--- src/rtl/prach_pkg.sv ---
// Shared types and constants for the PRACH occasion gate.
package prach_pkg;

  localparam int SF_SAMPLES = 491520;
  localparam int NUM_SF     = 10;

  typedef enum logic [1:0] {
    IDLE    = 2'd0,
    ARMED   = 2'd1,
    CP_SKIP = 2'd2,
    CAPTURE = 2'd3
  } prach_gate_state_t;

  // Mask lookup that treats out-of-range subframe numbers as "no occasion".
  function automatic logic sf_bit(input logic [NUM_SF-1:0] mask, input logic [3:0] sf);
    return (sf < 4'(NUM_SF)) ? mask[sf] : 1'b0;
  endfunction

endpackage

--- src/rtl/prach_gate_cnt.sv ---
// Loadable down-counter of valid samples. term flags that the sample being
// counted this cycle is the last one; a load takes effect in the same cycle,
// so the first sample may arrive together with the load.
module prach_gate_cnt #(
  parameter int W = 19
) (
  input  logic         clk,
  input  logic         reset,
  input  logic         load,
  input  logic [W-1:0] load_val,
  input  logic         en,
  output logic         term
);

  logic [W-1:0] cnt_q;
  logic [W-1:0] cur;

  assign cur  = load ? load_val : cnt_q;
  assign term = (cur == '0);

  // Remaining-minus-one register; holds at zero instead of wrapping.
  always_ff @(posedge clk) begin
    if (reset)
      cnt_q <= '0;
    else if (load || en)
      cnt_q <= (en && !term) ? cur - W'(1) : cur;
  end

endmodule

--- src/rtl/prach_occasion_gate.sv ---
// PRACH occasion gate: detects configured occasions from the subframe marker
// and position, drops the CP and forwards one framed sequence per occasion.
import prach_pkg::*;

module prach_occasion_gate #(
  parameter int IQ_W  = 16,
  parameter int POS_W = 19
) (
  input  logic              clk,
  input  logic              reset,
  input  logic              cfg_enable,
  input  logic [NUM_SF-1:0] cfg_sf_mask,
  input  logic [POS_W-1:0]  cfg_start_offset,
  input  logic [POS_W-1:0]  cfg_cp_len,
  input  logic [POS_W-1:0]  cfg_seq_len,
  input  logic              sub_frame_mrkr,
  input  logic [3:0]        sub_frame_cnt,
  input  logic [POS_W-1:0]  sub_frame_sample_cnt,
  input  logic [IQ_W-1:0]   in_i,
  input  logic [IQ_W-1:0]   in_q,
  input  logic              in_valid,
  output logic [IQ_W-1:0]   out_i,
  output logic [IQ_W-1:0]   out_q,
  output logic              out_valid,
  output logic              out_sop,
  output logic              out_eop,
  output logic [POS_W-1:0]  out_sample_idx,
  output logic [3:0]        occ_sf,
  output logic              busy,
  output logic              overrun_err,
  output logic              cfg_err
);

  prach_gate_state_t state, nxt;

  logic [POS_W-1:0] sh_off, sh_cp, sh_seq;
  logic [POS_W-1:0] idx_q, cur_idx;
  logic cfg_in_ok, start_cond, arm_hit, cp_zero;
  logic skip_ph, cap_ph, cp_load, cap_load, cp_en, cap_en, cp_term, cap_term;
  logic copy_cfg, arm_ld, in_occ;

  assign cfg_in_ok  = (cfg_seq_len != '0) && (cfg_start_offset <= POS_W'(SF_SAMPLES - 1));
  assign start_cond = sub_frame_mrkr && cfg_enable && sf_bit(cfg_sf_mask, sub_frame_cnt) && cfg_in_ok;
  assign in_occ     = (state == CP_SKIP) || (state == CAPTURE);
  assign cp_zero    = (sh_cp == '0);

  // The match cycle already belongs to the occasion: its sample is the first
  // CP sample, or the first sequence sample when there is no CP.
  assign arm_hit = (state == ARMED) && cfg_enable && (sub_frame_sample_cnt == sh_off);
  assign skip_ph = (state == CP_SKIP) || (arm_hit && !cp_zero);
  assign cap_ph  = (state == CAPTURE) || (arm_hit && cp_zero);

  assign cp_en    = skip_ph && in_valid;
  assign cap_en   = cap_ph && in_valid;
  assign cp_load  = arm_hit && !cp_zero;
  // Capture counter is preloaded on the last CP sample so it is ready when
  // the first sequence sample shows up, however many gaps follow.
  assign cap_load = (cp_en && cp_term) || (arm_hit && cp_zero);
  assign cur_idx  = cap_load ? '0 : idx_q;

  // Shadow config only tracks the inputs outside an occasion.
  assign copy_cfg = sub_frame_mrkr && (state == IDLE || state == ARMED) && !arm_hit;

  prach_gate_cnt #(.W(POS_W)) u_cp_cnt (
    .clk      (clk),
    .reset    (reset),
    .load     (cp_load),
    .load_val (sh_cp - POS_W'(1)),
    .en       (cp_en),
    .term     (cp_term)
  );

  prach_gate_cnt #(.W(POS_W)) u_cap_cnt (
    .clk      (clk),
    .reset    (reset),
    .load     (cap_load),
    .load_val (sh_seq - POS_W'(1)),
    .en       (cap_en),
    .term     (cap_term)
  );

  // State register.
  always_ff @(posedge clk) begin
    if (reset) state <= IDLE;
    else       state <= nxt;
  end

  // Next state; an active occasion outranks disable and markers.
  always_comb begin
    nxt    = state;
    arm_ld = 1'b0;
    if (cap_ph)
      nxt = (cap_en && cap_term) ? IDLE : CAPTURE;
    else if (skip_ph)
      nxt = (cp_en && cp_term) ? CAPTURE : CP_SKIP;
    else if (state == ARMED && !cfg_enable)
      nxt = IDLE;
    else if ((state == IDLE || state == ARMED) && sub_frame_mrkr) begin
      nxt    = start_cond ? ARMED : IDLE;
      arm_ld = start_cond;
    end
  end

  // Shadow config, occasion subframe and sticky config error.
  always_ff @(posedge clk) begin
    if (reset) begin
      sh_off  <= '0;
      sh_cp   <= '0;
      sh_seq  <= '0;
      occ_sf  <= '0;
      cfg_err <= 1'b0;
    end else begin
      if (copy_cfg) begin
        sh_off <= cfg_start_offset;
        sh_cp  <= cfg_cp_len;
        sh_seq <= cfg_seq_len;
        if (!cfg_in_ok) cfg_err <= 1'b1;
      end
      if (arm_ld) occ_sf <= sub_frame_cnt;
    end
  end

  // Forwarded-sample index within the occasion.
  always_ff @(posedge clk) begin
    if (reset)       idx_q <= '0;
    else if (cap_en) idx_q <= cur_idx + POS_W'(1);
    else             idx_q <= cur_idx;
  end

  // Single output register stage.
  always_ff @(posedge clk) begin
    if (reset) begin
      out_i          <= '0;
      out_q          <= '0;
      out_valid      <= 1'b0;
      out_sop        <= 1'b0;
      out_eop        <= 1'b0;
      out_sample_idx <= '0;
      overrun_err    <= 1'b0;
    end else begin
      out_i          <= cap_en ? in_i : '0;
      out_q          <= cap_en ? in_q : '0;
      out_valid      <= cap_en;
      out_sop        <= cap_en && (cur_idx == '0);
      out_eop        <= cap_en && cap_term;
      out_sample_idx <= cap_en ? cur_idx : '0;
      overrun_err    <= start_cond && in_occ;
    end
  end

  assign busy = (state != IDLE);

endmodule

--- config.mk ---
export PLATFORM = sky130hd
export DESIGN_NAME = prach_occasion_gate
export DESIGN_NICKNAME = d
export VERILOG_FILES = /design/src/rtl/prach_pkg.sv /design/src/rtl/prach_gate_cnt.sv /design/src/rtl/prach_occasion_gate.sv
export SDC_FILE = /design/constraint.sdc
export NUM_CORES = 1
export LEC_CHECK = 0
export ABC_AREA = 1
export CAP_MARGIN = 40
export CORE_AREA = 2 2 133 187
export DETAILED_ROUTE_END_ITERATION = 10
export DIE_AREA = 0 0 135 189
export SLEW_MARGIN = 20
export SYNTH_ARGS = -nofsm -noshare
export SYNTH_HDL_FRONTEND = slang
export SYNTH_SLANG_ARGS = --single-unit
--- constraint.sdc ---
create_clock -name clk -period 11.6 [get_ports clk]
set_input_delay 2.32 -clock clk [delete_from_list [all_inputs] [get_ports clk]]
set_output_delay 2.32 -clock clk [all_outputs]
set_load 0.05 [all_outputs]
; ---- Word level (Yosys, flattened, before mapping)
; Cells that the tools add are included.
[totals]
elab_cells = 91
reg_bits = 176
out_inout_bits = 61
inputBits = 127
[classes]
addsub = 5
bitwise = 2
eq_ne = 4
reduce_logical = 41
muxes = 20
n_lt_le_gt_ge = 3
[ops]
columns = op, count
row1 = 2-to-1 mux 19 bit, 6
row2 = logical NOT 19 bit, 4
row3 = "subtractor 19 x 1 -> 19 bit, second input constant", 4
row4 = "adder 19 x 1 -> 19 bit, second input constant", 1
row5 = == test 19 bit, 1
row6 = "<= comparator 19 bit, second input constant", 1
row7 = logical AND 1 bit, 19
row8 = nonzero test 19 bit, 1
row9 = 2-to-1 mux 2 bit, 5
row10 = 2-to-1 mux 1 bit, 8
row11 = logical OR 1 bit, 7
row12 = logical NOT 1 bit, 5
row13 = "< comparator 4 x 5 -> 1 bit, second input constant", 1
row14 = binary-select mux 1 bit (select 4 bit), 1
row15 = "== test 2 bit, second input constant", 2
row16 = "< comparator 4 bit, second input constant", 1
row17 = nonzero test 4 bit, 1
row18 = "== test 2 x 1 -> 1 bit, second input constant", 1
row19 = logical NOT 2 bit, 1
row20 = NOT 1 bit, 2
row21 = AND reduction 2 bit, 1
row22 = nonzero test 2 bit, 1
row23 = OR reduction 2 bit, 1

; ---- Depth between registers and ports, before layout
[logic_depth]
ltp_word = 13
ltp_mapped = 31
mapped_depth_nobuf = 30

; ---- Modules after synthesis
; A second synthesis with hierarchy kept.
[hier_totals]
cells_unflattened = 1480
area_unflattened_um2 = 9821.9
[by_module_without_submodules]
columns = module, n_inst, seq_area_each_um2, area_per_inst_um2, cells_each
row1 = prach_occasion_gate, 1, 2762.6, 6185.9, 878
row2 = prach_gate_cnt, 2, 380.4, 1818.0, 301

; ---- Least setup slack after synthesis
; Ideal clock, no wire load.
[synth_timing]
kind = input -> register
from = in sub_frame_sample_cnt[7]
to = reg u_cap_cnt.cnt_q[8]
path_buffers = 4
setup_time_ns = 0.136
path_slack_ns = 6.031
arrival_time_ns = 5.433
required_ns = 11.464
path_stages = 31
cell_sequence = inv_1 nand2_1 nand2_1 nor2_1 nand2_1 nor2_1 nand4_4 inv_2 nor2_1 a21oi_1 ha_1 nand3_1 nor2_2 nand2_2 nor2_4 nand3_4 nand2_8 buf_12 buf_6 nand2_1 nand2_2 ha_1 nand2_1 nor2_1 nand3_2 nor2_4 nor2_4 buf_6 buf_6 nand2_1 a21oi_2
[synth_between]
elab_chain_len = 12
word_cells_on_any_way = 19
cone_classes = add/sub: 1 / eq/ne: 1 / mux: 3 / reduce/logical: 14
[synth_rtl]
columns = item, line_no
row1 = start: declaration, prach_occasion_gate.sv:18  ; input logic [POS_W-1:0] sub_frame_sample_cnt,
row2 = == test 19 bit *, prach_occasion_gate.sv:49  ; assign arm_hit = (state == ARMED) && cfg_enable && (sub_frame_sample_cnt == sh_off);
row3 = logical AND 1 bit *, prach_occasion_gate.sv:49
row4 = "parallel branches: the longest is 10 deep, another holds subtractor 19 x 1 -> 19 bit", n/a
row5 = end signal: assignment, prach_gate_cnt.sv:26  ; cnt_q <= (en && !term) ? cur - W'(1) : cur;
row6 = end: declaration, prach_gate_cnt.sv:15  ; logic [W-1:0] cnt_q;
; Every way passes the cells marked *.
; A chain may end at the register's enable or synchronous reset.

; ---- Final worst setup path
[layout_timing]
from = in cfg_enable
to = reg u_cap_cnt.cnt_q[11]
[layout_between]
elab_chain_len = 12
word_cells_on_any_way = 19
cone_classes = add/sub: 1 / mux: 3 / reduce/logical: 15
[layout_rtl]
columns = item, line_no
row1 = start: declaration, prach_occasion_gate.sv:11  ; input logic cfg_enable,
row2 = logical AND 1 bit * (2 in a row), prach_occasion_gate.sv:49
row3 = "parallel branches: the longest is 10 deep, another holds subtractor 19 x 1 -> 19 bit", n/a
; Marked as above.

==> flow_summary.json <==
{
  "drt_iter0_drc": 382,
  "ff2ff_path_depth": 26,
  "vias": 8946,
  "drt-total-wl_mm": 25.5,
  "antenna_found_initial": 0,
  "path_max_fanout": 20,
  "final_nets": 1719,
  "setup_viol": 0,
  "synth_top_area_cell": "dfxtp_1",
  "synth.avg_cell_area_sq_um": 6.70,
  "dp_slack_ns": 4.63,
  "clk_pin_slew_worst_paths_ns": 0.07,
  "drv_slew": 0,
  "dp.cells": 1873,
  "rows": 67,
  "crit_family": "simple AND/OR/NAND/NOR gates",
  "post-route-util_pct": 50.8,
  "cap_violations": 0,
  "r2r-end": "u_cap_cnt.cnt_q[11]$_SDFFE_PP0P_",
  "yosysSeqAreaShare_pct": 37.2,
  "synth_fp_nets": 1549,
  "clk_latency_ns": 0.44,
  "tns_ns": 0,
  "clock_sinks": 176,
  "dp_hpwl_mm": 19.9,
  "ctsResizeCount": 0,
  "diodes": 0,
  "grt_setup_unrepaired": "false",
  "grt_max_degree": 93,
  "worstPathArrival_ns": 6.83,
  "r2r_start": "sh_cp[0]$_SDFFE_PP0P_",
  "slowest_delay_ns": 0.60,
  "timing.fmax_mhz": 153,
  "cpMaxStageDelayCell": "clkdlybuf4s50_1",
  "cts_made_buffers": 17,
  "routed_wire_length_per_instance_um": 13.4,
  "cts.htree.levels": 4,
  "final_common_cell": "nand2_1",
  "avgViaCountPerCell": 4.70,
  "fin_cells": 1905,
  "n_fill_cell": 2448,
  "critPathCaptureType": "flip-flop",
  "area_growth_pct": 27.9,
  "grt_overflow_total": 0,
  "critPathCapture": "u_cap_cnt.cnt_q[11]$_SDFFE_PP0P_",
  "cts_tree": "yes",
  "io_pins": 188,
  "p_leak_nw": 5.56,
  "ys_types": 50,
  "hold_ws_ns": 0.470,
  "gp_congestion": 0.900,
  "start_util_pct": 39.7,
  "crit_buf_inv": 4,
  "mostFrequentLayoutCells": "nand2_1 (297), nor2_1 (250), inv_1 (194)",
  "ys.warnings.count": 0,
  "drc": 0,
  "crit_top_cell": "nand2_1",
  "crit_start": "cfg_enable",
  "grt_pass1_vias": 8680,
  "grt_pass1_wl_mm": 42.2,
  "synthesis.area_sq_um": 9460,
  "p_per_area_nw_per_um2": 111,
  "fp.dieW_um": 135,
  "slew_headroom_pct": 46.9,
  "grt_usage_pct": 20.6,
  "syn_inst": 1413,
  "synthTopCellsByArea": "dfxtp_1 (37%), nand2_1 (12%), nor2_1 (9.9%), inv_1 (7.7%), o21ai_0 (4.0%)",
  "fin_skew_ns": 0.0117,
  "coreArea_sq_um": 23800,
  "drive_gt1_share_pct": 8.90,
  "cts_max_path_buffers": 2,
  "synth_seq_cells": 176,
  "yosysTopAreaCellShare_pct": 37.2,
  "final.min_clock_period_ns": 6.53,
  "hold_violations": 0,
  "crit_type": "in2reg",
  "die_area_sq_um": 25500,
  "cts_hold_buf": 0,
  "run_status": "finished clean",
  "regToRegSetupSlack_ns": 6.61,
  "timing.final.ws_setup_ns": 5.07,
  "worst_pin_slew_ns": 0.796,
  "root_buffer": "clkbuf_16",
  "worstPathRequired_ns": 11.89,
  "cp.depth": 28,
  "fp.dieH_um": 189,
  "first_pass_iters": 5,
  "period_share_pct": 56.3,
  "worstSetupStartpointType": "input port",
  "ant_nets": 0,
  "ir_drop_v": 0.000111,
  "port_buffers": 187,
  "post_cts_buffers": 0,
  "hold_class": "reg2reg"
}
-- power by group --
part	switching [mW]	internal [mW]	leakage, nW	total (mW)
clock network	0.257	0.304	0.269	0.561
logic	0.0811	0.0732	3.86	0.154
registers	0.0134	0.619	1.43	0.632
-- layer usage --
metal | up-vias | global-route usage, % | wire length [um]
met5 | - | 0 | 0
met2 | 208 | 37.5 | 13100
met1 | 3956 | 23.0 | 10500
met4 | 0 | 7.01 | 494
met3 | 33 | 5.19 | 1380
li1 | 4749 | - | -
-- worst register-to-register path, delay by kind of cell (launching register included) --
family | cells | cell delay [ns]
adders and majority gates | 2 | 0.45
AOI/OAI and AO/OA | 2 | 0.25
buffers and inverters | 5 | 0.77
and+or+nand+nor | 17 | 3.05
DFF | 1 | 0.32
-- cell type report --
cell class	count	area [sq um]	area share, %
multi-input cells	989	4930	40.7
flip-flops and latches	176	3520	29.1
repair buffers	192	1910	15.8
inverters	207	779	6.44
clock buffers	18	439	3.63
well taps	310	388	3.21
clock inverters	13	128	1.05
-- registers in the layout (all words and copies together), names as in the netlist --
signal,cells
cfg_err,1
idx_q,19
occ_sf,4
out_eop,1
out_i,16
out_q,16
out_sample_idx,19
out_sop,1
out_valid,1
overrun_err,1
sh_cp,19
sh_off,19
sh_seq,19
state,2
u_cap_cnt.cnt_q,19
u_cp_cnt.cnt_q,19
-- synth_stat cells, drive strengths merged --
cell type / n
nand2: 339
nor2: 280
inv: 205
dfxtp: 176
a21oi: 82
o21ai: 79
nand3: 59
xor2: 43
clkbuf: 30
nand4: 21
nand3b: 19
nor3: 18
buf: 11
nor4: 10
ha: 9
nor3b: 9
o21a: 4
xnor2: 4
clkinv: 2
o21bai: 2
a211oi: 1
a21boi: 1
a221oi: 1
a311oi: 1
a31o: 1
a31oi: 1
and2: 1
and3: 1
nor2b: 1
o2111ai: 1
or2: 1
-- through the flow --
stage                     power, mW  area [sq um]
after floorplan               0.729          9460
after global placement        0.800         11500
after detailed placement      0.801         11500
after CTS                      1.36         12100
after global routing           1.41         12100
final                          1.35         12100
-- worst min-delay path by stage --
stage,from,end,depth (start not counted)
2_1_floorplan,sh_off[11]$_SDFFE_PP0P_,sh_off[11]$_SDFFE_PP0P_,2
3_3_place_gp,sh_off[13]$_SDFFE_PP0P_,sh_off[13]$_SDFFE_PP0P_,2
3_5_place_dp,sh_off[2]$_SDFFE_PP0P_,sh_off[2]$_SDFFE_PP0P_,2
4_1_cts,sh_off[2]$_SDFFE_PP0P_,sh_off[2]$_SDFFE_PP0P_,2
5_1_grt,sh_off[15]$_SDFFE_PP0P_,sh_off[15]$_SDFFE_PP0P_,2
6_report,sh_off[11]$_SDFFE_PP0P_,sh_off[11]$_SDFFE_PP0P_,2
-- kinds of logic after synthesis --
logic type / count (synthesis) / share of synthesized area, %
buffers and inverters: 248 / 10.7
XOR/XNOR: 47 / 4.35
flip-flops: 176 / 37.2
adder cells (fa/ha/maj): 9 / 1.19
AND/OR/NAND/NOR: 759 / 36.5
AO/OA/AOI/OAI: 174 / 10.0
Note: power is estimated with default switching activity, not from simulation.
